[src/rtl/fetch_pkg.sv]
// Shared types and constants for the fetch/align path.
// The compressed-instruction helper is only referenced when FETCH_COMPRESSED_EN is defined.
package fetch_pkg;

  localparam int unsigned ILEN     = 32;
  localparam int unsigned HW_BYTES = 2;
  localparam logic [1:0]  RVC_MASK = 2'b11;

  typedef logic [15:0] hw_t;

  typedef struct packed {
    logic [ILEN-1:0] instr;
    logic [31:0]     pc;
    logic            compressed;
  } fetch_out_t;

  // A halfword starts a 16-bit instruction unless its two low bits are both set.
  function automatic logic isCompressed(input hw_t hw);
    return (hw[1:0] & RVC_MASK) != RVC_MASK;
  endfunction

endpackage

[src/rtl/fetch_aligner_if.sv]
// Fetch-side bus: program memory port, branch redirect and the decode valid/ready handshake.
// The master modport is the fetch aligner; the slave modport is its environment.
interface fetch_aligner_if;

  logic [31:0] mem_addr;
  logic [31:0] mem_rdata;
  logic        redirect_valid;
  logic [31:0] redirect_pc;
  logic        out_valid;
  logic        out_ready;
  logic [31:0] out_instr;
  logic [31:0] out_pc;
  logic        out_compressed;

  modport master (
    output mem_addr,
    input  mem_rdata,
    input  redirect_valid,
    input  redirect_pc,
    output out_valid,
    input  out_ready,
    output out_instr,
    output out_pc,
    output out_compressed
  );

  modport slave (
    input  mem_addr,
    output mem_rdata,
    output redirect_valid,
    output redirect_pc,
    input  out_valid,
    output out_ready,
    input  out_instr,
    input  out_pc,
    input  out_compressed
  );

endinterface

[src/rtl/fetch_hw_queue.sv]
// Circular halfword FIFO between program memory and the aligner.
// Accepts 0-2 halfwords and releases 0-2 halfwords per cycle; flush empties it at once.
module fetch_hw_queue
  import fetch_pkg::*;
#(
  parameter  int unsigned DEPTH = 4,
  localparam int unsigned OCC_W = $clog2(DEPTH + 1),
  localparam int unsigned PTR_W = $clog2(DEPTH)
) (
  input  logic             clk,
  input  logic             reset,
  input  logic             flush_i,
  input  logic [1:0]       pushCnt_i,
  input  hw_t              pushHw0_i,
  input  hw_t              pushHw1_i,
  input  logic [1:0]       popCnt_i,
  output hw_t              hw0_o,
  output hw_t              hw1_o,
  output logic [OCC_W-1:0] occ_o
);

  hw_t              storage_q [DEPTH];
  logic [PTR_W-1:0] rdPtr_q, rdPtr_d;
  logic [PTR_W-1:0] wrPtr_q, wrPtr_d;
  logic [OCC_W-1:0] occ_q, occ_d;

  // DEPTH may be 6, so pointers wrap explicitly rather than by overflow.
  function automatic logic [PTR_W-1:0] ptrAdd(input logic [PTR_W-1:0] ptr, input logic [1:0] n);
    logic [31:0] sum;
    sum = 32'(ptr) + 32'(n);
    if (sum >= 32'(DEPTH)) begin
      sum = sum - 32'(DEPTH);
    end
    return sum[PTR_W-1:0];
  endfunction

  always_comb begin
    rdPtr_d = ptrAdd(rdPtr_q, popCnt_i);
    wrPtr_d = ptrAdd(wrPtr_q, pushCnt_i);
    occ_d   = occ_q - OCC_W'(popCnt_i) + OCC_W'(pushCnt_i);
    if (flush_i) begin
      rdPtr_d = '0;
      wrPtr_d = '0;
      occ_d   = '0;
    end
  end

  always_ff @(posedge clk or posedge reset) begin
    if (reset) begin
      rdPtr_q <= '0;
      wrPtr_q <= '0;
      occ_q   <= '0;
    end else begin
      rdPtr_q <= rdPtr_d;
      wrPtr_q <= wrPtr_d;
      occ_q   <= occ_d;
    end
  end

  // Storage needs no reset: occupancy alone decides which entries are meaningful.
  always_ff @(posedge clk) begin
    if (!flush_i) begin
      if (pushCnt_i != 2'd0) begin
        storage_q[wrPtr_q] <= pushHw0_i;
      end
      if (pushCnt_i == 2'd2) begin
        storage_q[ptrAdd(wrPtr_q, 2'd1)] <= pushHw1_i;
      end
    end
  end

  assign hw0_o = storage_q[rdPtr_q];
  assign hw1_o = storage_q[ptrAdd(rdPtr_q, 2'd1)];
  assign occ_o = occ_q;

endmodule

[src/rtl/fetch_aligner.sv]
// Fetch stage: walks program memory word by word and hands aligned RV32 instructions to decode.
// Define FETCH_COMPRESSED_EN to extract 16-bit RVC instructions; otherwise every instruction is 32-bit.
module fetch_aligner
  import fetch_pkg::*;
#(
  parameter logic [31:0] RESET_PC = 32'h0000_0000,
  parameter int unsigned BUF_HW   = 4
) (
  input logic             clk,
  input logic             reset,
  fetch_aligner_if.master bus
);

  localparam int unsigned OCC_W = $clog2(BUF_HW + 1);

  logic [OCC_W-1:0] occ;
  logic [OCC_W-1:0] occAfterPop;
  hw_t              hw0, hw1;
  hw_t              pushHw0, pushHw1;
  logic [1:0]       pushCnt, popCnt;
  logic [31:0]      fetchAddr_q, fetchAddr_d;
  logic [31:0]      headPc_q, headPc_d;
  logic             dropLo_q, dropLo_d;
  logic             headIs16;
  logic             outValid;
  logic             transfer;
  logic             fill;
  fetch_out_t       outData;
  logic [1:0]       unusedPcBits;

  fetch_hw_queue #(
    .DEPTH (BUF_HW)
  ) u_queue (
    .clk       (clk),
    .reset     (reset),
    .flush_i   (bus.redirect_valid),
    .pushCnt_i (pushCnt),
    .pushHw0_i (pushHw0),
    .pushHw1_i (pushHw1),
    .popCnt_i  (popCnt),
    .hw0_o     (hw0),
    .hw1_o     (hw1),
    .occ_o     (occ)
  );

`ifdef FETCH_COMPRESSED_EN
  assign headIs16 = isCompressed(hw0);
`else
  assign headIs16 = 1'b0;
`endif

  assign unusedPcBits = bus.redirect_pc[1:0];

  // Length decode of the head: the instruction is ready once all of its halfwords are buffered.
  always_comb begin
    outValid = (occ >= OCC_W'(2)) || (headIs16 && (occ != '0));
    outData  = '0;
    if (outValid) begin
      outData.instr      = headIs16 ? {16'h0000, hw0} : {hw1, hw0};
      outData.pc         = headPc_q;
      outData.compressed = headIs16;
    end
  end

  // A redirect in the same cycle cancels the transfer of whatever is being presented.
  always_comb begin
    transfer    = outValid && bus.out_ready && !bus.redirect_valid;
    popCnt      = 2'd0;
    if (transfer) begin
      popCnt = headIs16 ? 2'd1 : 2'd2;
    end
    occAfterPop = occ - OCC_W'(popCnt);
    fill        = !bus.redirect_valid && (occAfterPop <= OCC_W'(BUF_HW - 2));
    pushCnt     = 2'd0;
    pushHw0     = bus.mem_rdata[15:0];
    pushHw1     = bus.mem_rdata[31:16];
    if (fill) begin
      if (dropLo_q) begin
        pushCnt = 2'd1;
        pushHw0 = bus.mem_rdata[31:16];
      end else begin
        pushCnt = 2'd2;
      end
    end
  end

  always_comb begin
    fetchAddr_d = fetchAddr_q;
    headPc_d    = headPc_q + 32'(popCnt) * 32'(HW_BYTES);
    dropLo_d    = dropLo_q;
    if (fill) begin
      fetchAddr_d = fetchAddr_q + 32'd4;
      dropLo_d    = 1'b0;
    end
    if (bus.redirect_valid) begin
      fetchAddr_d = {bus.redirect_pc[31:2], 2'b00};
`ifdef FETCH_COMPRESSED_EN
      headPc_d    = {bus.redirect_pc[31:1], 1'b0};
      dropLo_d    = bus.redirect_pc[1];
`else
      headPc_d    = {bus.redirect_pc[31:2], 2'b00};
      dropLo_d    = 1'b0;
`endif
    end
  end

  always_ff @(posedge clk or posedge reset) begin
    if (reset) begin
      fetchAddr_q <= RESET_PC;
      headPc_q    <= RESET_PC;
      dropLo_q    <= 1'b0;
    end else begin
      fetchAddr_q <= fetchAddr_d;
      headPc_q    <= headPc_d;
      dropLo_q    <= dropLo_d;
    end
  end

  assign bus.mem_addr       = fetchAddr_q;
  assign bus.out_valid      = outValid;
  assign bus.out_instr      = outData.instr;
  assign bus.out_pc         = outData.pc;
  assign bus.out_compressed = outData.compressed;

endmodule
[src/flat_wrapper.sv]
// flat-port wrapper written by rule: the top's interface ports become plain ports
module fetch_aligner_flat import fetch_pkg::*;
#(
  parameter logic [31:0] RESET_PC = 32'h0000_0000,
  parameter int unsigned BUF_HW   = 4
)
  (clk, reset, bus_mem_addr, bus_mem_rdata, bus_redirect_valid, bus_redirect_pc, bus_out_valid, bus_out_ready, bus_out_instr, bus_out_pc, bus_out_compressed);
  fetch_aligner_if bus_i ();
  input logic clk;
  input logic reset;
  output wire logic [$bits(bus_i.mem_addr)-1:0] bus_mem_addr;
  input wire logic [$bits(bus_i.mem_rdata)-1:0] bus_mem_rdata;
  input wire logic [$bits(bus_i.redirect_valid)-1:0] bus_redirect_valid;
  input wire logic [$bits(bus_i.redirect_pc)-1:0] bus_redirect_pc;
  output wire logic [$bits(bus_i.out_valid)-1:0] bus_out_valid;
  input wire logic [$bits(bus_i.out_ready)-1:0] bus_out_ready;
  output wire logic [$bits(bus_i.out_instr)-1:0] bus_out_instr;
  output wire logic [$bits(bus_i.out_pc)-1:0] bus_out_pc;
  output wire logic [$bits(bus_i.out_compressed)-1:0] bus_out_compressed;
  assign bus_mem_addr = bus_i.mem_addr;
  assign bus_i.mem_rdata = bus_mem_rdata;
  assign bus_i.redirect_valid = bus_redirect_valid;
  assign bus_i.redirect_pc = bus_redirect_pc;
  assign bus_out_valid = bus_i.out_valid;
  assign bus_i.out_ready = bus_out_ready;
  assign bus_out_instr = bus_i.out_instr;
  assign bus_out_pc = bus_i.out_pc;
  assign bus_out_compressed = bus_i.out_compressed;
  fetch_aligner #(.RESET_PC(RESET_PC), .BUF_HW(BUF_HW)) u_core (.clk(clk), .reset(reset), .bus(bus_i));
endmodule
[config.mk]
export PLATFORM = sky130hd
export DESIGN_NAME = fetch_aligner_flat
export DESIGN_NICKNAME = d
export VERILOG_FILES = /design/src/rtl/fetch_pkg.sv /design/src/rtl/fetch_aligner_if.sv /design/src/rtl/fetch_hw_queue.sv /design/src/rtl/fetch_aligner.sv /design/src/flat_wrapper.sv
export SDC_FILE = /design/constraint.sdc
export NUM_CORES = 1
export LEC_CHECK = 0
export BUFFER_PORTS_ARGS = -buffer_cell sky130_fd_sc_hd__clkbuf_2
export CORE_MARGIN = 3
export CORE_UTILIZATION = 56
export CTS_BUF_LIST = sky130_fd_sc_hd__clkbuf_16
export DETAILED_ROUTE_END_ITERATION = 12
export PLACE_DENSITY = 0.8
export SYNTH_ARGS = -nofsm -noshare
export SYNTH_HDL_FRONTEND = slang
export SYNTH_HIERARCHICAL = 1
export SYNTH_SLANG_ARGS = --single-unit
[constraint.sdc]
create_clock -name clk -period 5.5 [get_ports clk]
set_input_delay 0.275 -clock clk [delete_from_list [all_inputs] [get_ports clk]]
set_output_delay 0.275 -clock clk [all_outputs]
set_load 0.01 [all_outputs]
==> results.toml <==
[pwr]
p_leak_uw = 0.00393
p_int_uw = 2470
power.share.clock_pct = 33.4
p_sw_uw = 1190
swShare_pct = 32.5
pwr_density_cell_nw_per_um2 = 384
seqPwrFrac_pct = 35.6
power.total_uw = 3660
peakVddDrop_mv = 0.256
p_comb_share_pct = 31.0

[floorplan]
initial_core_util_pct = 58.6
num_rows = 42
io_pins = 166
die_width_um = 125
core_um2 = 13600
dieArea_um2 = 15700
dieHeight_um = 125

[clock_network]
clock-root-buffer = "clkbuf_16"
htreeDepth = 4
ctsHoldBuffers = 1
cts_tree = "done"
path_clk_slew_ns = 0.06
clk_latency_ns = 0.42
cts_inserted_buffers = 17
post_cts_buffers = 0
cts_buffer_depth = 2
post_cts_resized = 0
cts.sinks = 131

[finish]
diodes = 0
area_growth_pct = 19.9
instances_no_fill = 992
layout.nets = 882
drive_above_1_share_pct = 43.1

[worst_setup_path]
path_class = "reg -> reg"
cpMaxStageDelayCell = "and3_1"
crit_cells = 9
rr_endpoint = "u_core/u_queue/storage_q[0][6]$_DFFE_PP_"
crit_required_ns = 5.67
crit_path_max_fanout = 16
cp_num_buf_inv = 1
cp_top_family = "simple AND/OR/NAND/NOR gates"
critPathArrivalTime_ns = 4.05
reg2reg_slack_ns = 1.62
reg2regPathDepth = 9
crit_path_start_kind = "register"
r2r-start = "u_core/u_queue/occ_o[2]$_DFF_PP0_"
cp-startpoint = "u_core/u_queue/occ_o[2]$_DFF_PP0_"
path_common_cell = "and3_1"
cp_cell_sequence = "nor2_4 -> inv_1 -> and3_1 -> ha_1 -> xor2_1 -> nor3_1 -> nor3b_4 -> and3_1 -> mux2_2"
cp-end-kind = "register"
cp_slowest_stage_delay_ns = 0.83

[global_route]
grt_pass1_wl_um = 32200
grt_usage_pct = 25.9
grt_max_degree = 63
grt_pass1_vias = 6243
antenna_found_initial = 0
overflow = 0

[sta]
max_slew_margin_pct = 28.1
final_max_slew_viol_count = 0
fin_setup_tns_ns = 0
tightestPinTransition_ns = 1.08
finalHoldViolations = 0
rsz0062_at_grt = "no"
hold_ws_ns = 0.101
fin_crit_sh_pct = 70.5
setup_viol = 0
period_minus_slack_ns = 3.88
clock_skew_ns = 0.00671
clock.fmax_mhz = 258
fin_ws_ns = 1.62

[worst_hold_path]
hold-path-endpoint = "u_core/bus.mem_addr[2]$_DFFE_PP0P_"
whs_path_depth = 3
min_path_type = "in -> reg"
worstHoldStart = "bus_redirect_pc[2]"

[place]
io_buffers = 158
dpl.hpwl_um = 13600
place_inst = 959
dpl_worst_slack_ns = 1.66
gp_congestion = 0.856

[synth]
ys_ff_latch = 131
seq_area_frac_synth_pct = 45.3
syn_area_um2 = 7950
synthArstFlopShare_pct = 51.1
syn_avg_cell_area_um2 = 12.4
synth_edf_count = 64
synth.yosys.warnings = 6
ys.flop_type = "dfrtp_1"
synth_cell_type_count = 55
synthesis.instances = 640

[drt]
drc_errors = 0
first_pass_iters = 7
vias = 5942
first_iter_violations = 563
antenna_left = 0
routed_via_density = 5.99
wire_per_inst_um = 20.2
routed_wl_um = 20100

[job]
cap_viol_max_count = 0

[status]
outcome = "complete, no violations"
==> metal layers <==
layer,routed length [um],part of all wire [%],GRT usage [%]
met5,0,0,0
met4,565,2.8,10.1
met3,1470,7.3,6.74
met2,10100,50,43.5
met1,7990,40,32.5
==> registers in the layout, indices dropped and copies added (netlist names) <==
signal / cells
u_core/u_queue/wrPtr_q: 2
u_core/headPc_q: 30
u_core/u_queue/storage_q: 64
u_core/bus.mem_addr: 30
u_core/u_queue/occ_o: 3
u_core/u_queue/rdPtr_q: 2
==> kinds of logic (layout without fill, tap and decap cells) <==
kind of cell               after synthesis  after routing  synth area share (%)
AOI/OAI and AO/OA                       41             41                  3.23
DFF                                    131            131                  45.3
buffers and inverters                   53            216                  3.53
muxes                                  129            129                  22.8
xor gates and xnor gates                55             55                  6.15
adders and majority gates               11             11                  1.92
other                                    1             14                0.0472
and+or+nand+nor                        219            219                  17.1
==> synth_stat cells, drive strengths merged, types with 3 or more instances <==
cell,number,area (um2)
mux2,96,1080
nor2b,68,425
dfrtp,67,1680
edfxtp,64,1920
mux4,32,721
xor2,30,263
xnor2,25,226
nand3,24,130
nor2,23,86.3
nand2,21,83.8
buf,20,156
and3,17,114
clkbuf,17,63.8
inv,16,60.1
nand4,16,119
a21oi,15,75.1
nor3,15,80.1
nor4,10,108
ha,9,113
and4,8,72.6
nand2b,7,43.8
a21boi,6,45.1
o21ai,6,30.0
a31oi,4,25.0
a21o,3,22.5
nand3b,3,35.0
==> worst max path at each step <==
stage          slack (ns)                                         to
6_report             1.62   u_core/u_queue/storage_q[0][6]$_DFFE_PP_
5_1_grt              1.40  u_core/u_queue/storage_q[0][11]$_DFFE_PP_
3_5_place_dp         1.66   u_core/u_queue/storage_q[0][6]$_DFFE_PP_
4_1_cts              1.64   u_core/u_queue/storage_q[0][6]$_DFFE_PP_
2_1_floorplan        1.55   u_core/u_queue/storage_q[3][0]$_DFFE_PP_
3_3_place_gp         1.83   u_core/u_queue/storage_q[0][4]$_DFFE_PP_
==> cell usage in the layout, fill, tap and decap left out, drive strengths merged, types with 9 or more instances in the layout <==
cell type  count
xnor2         25
mux4          32
clkbuf       175
nor2b         68
buf            9
nor4          10
inv           16
xor2          30
edfxtp        64
dfrtp         67
mux2          96
and3          17
a21oi         15
nand2         21
nor2          23
ha             9
conb          14
nand4         16
nor3          15
nand3         24
==> cell type report <==
| type | count | area [um2] |
|---|---|---|
| Clock buffer | 17 | 425 |
| Clock inverter | 15 | 213 |
| Fill cell | 936 | 4030 |
| Inverter | 16 | 60.1 |
| Multi-Input combinational cell | 469 | 4140 |
| Sequential cell | 131 | 3600 |
| Tap cell | 176 | 220 |
| Timing Repair Buffer | 168 | 868 |
==> power groups by stage <==
stage          clock [uW]  sequential (uW)  combinational [uW]
2_1_floorplan           0             1260                 760
3_3_place_gp            0             1300                1100
3_5_place_dp            0             1320                1130
4_1_cts              1230             1300                1140
5_1_grt              1280             1320                1230
6_report             1220             1300                1130
==> stage by stage <==
| step | utilization, % | area [um2] |
|---|---|---|
| global placement | 65.5 | 8880 |
| floorplan | - | 8000 |
| finish | 70.3 | 9530 |
| CTS | 70.3 | 9530 |
| detailed placement | 65.5 | 8880 |
| global route | 70.3 | 9530 |
==> worst min-delay path, cell delays in order <==
cell and delay [ns]:
clkbuf_2 0.08, nand2_1 0.06, o21ai_0 0.07
No activity file was read; power rests on OpenSTA's default activity.
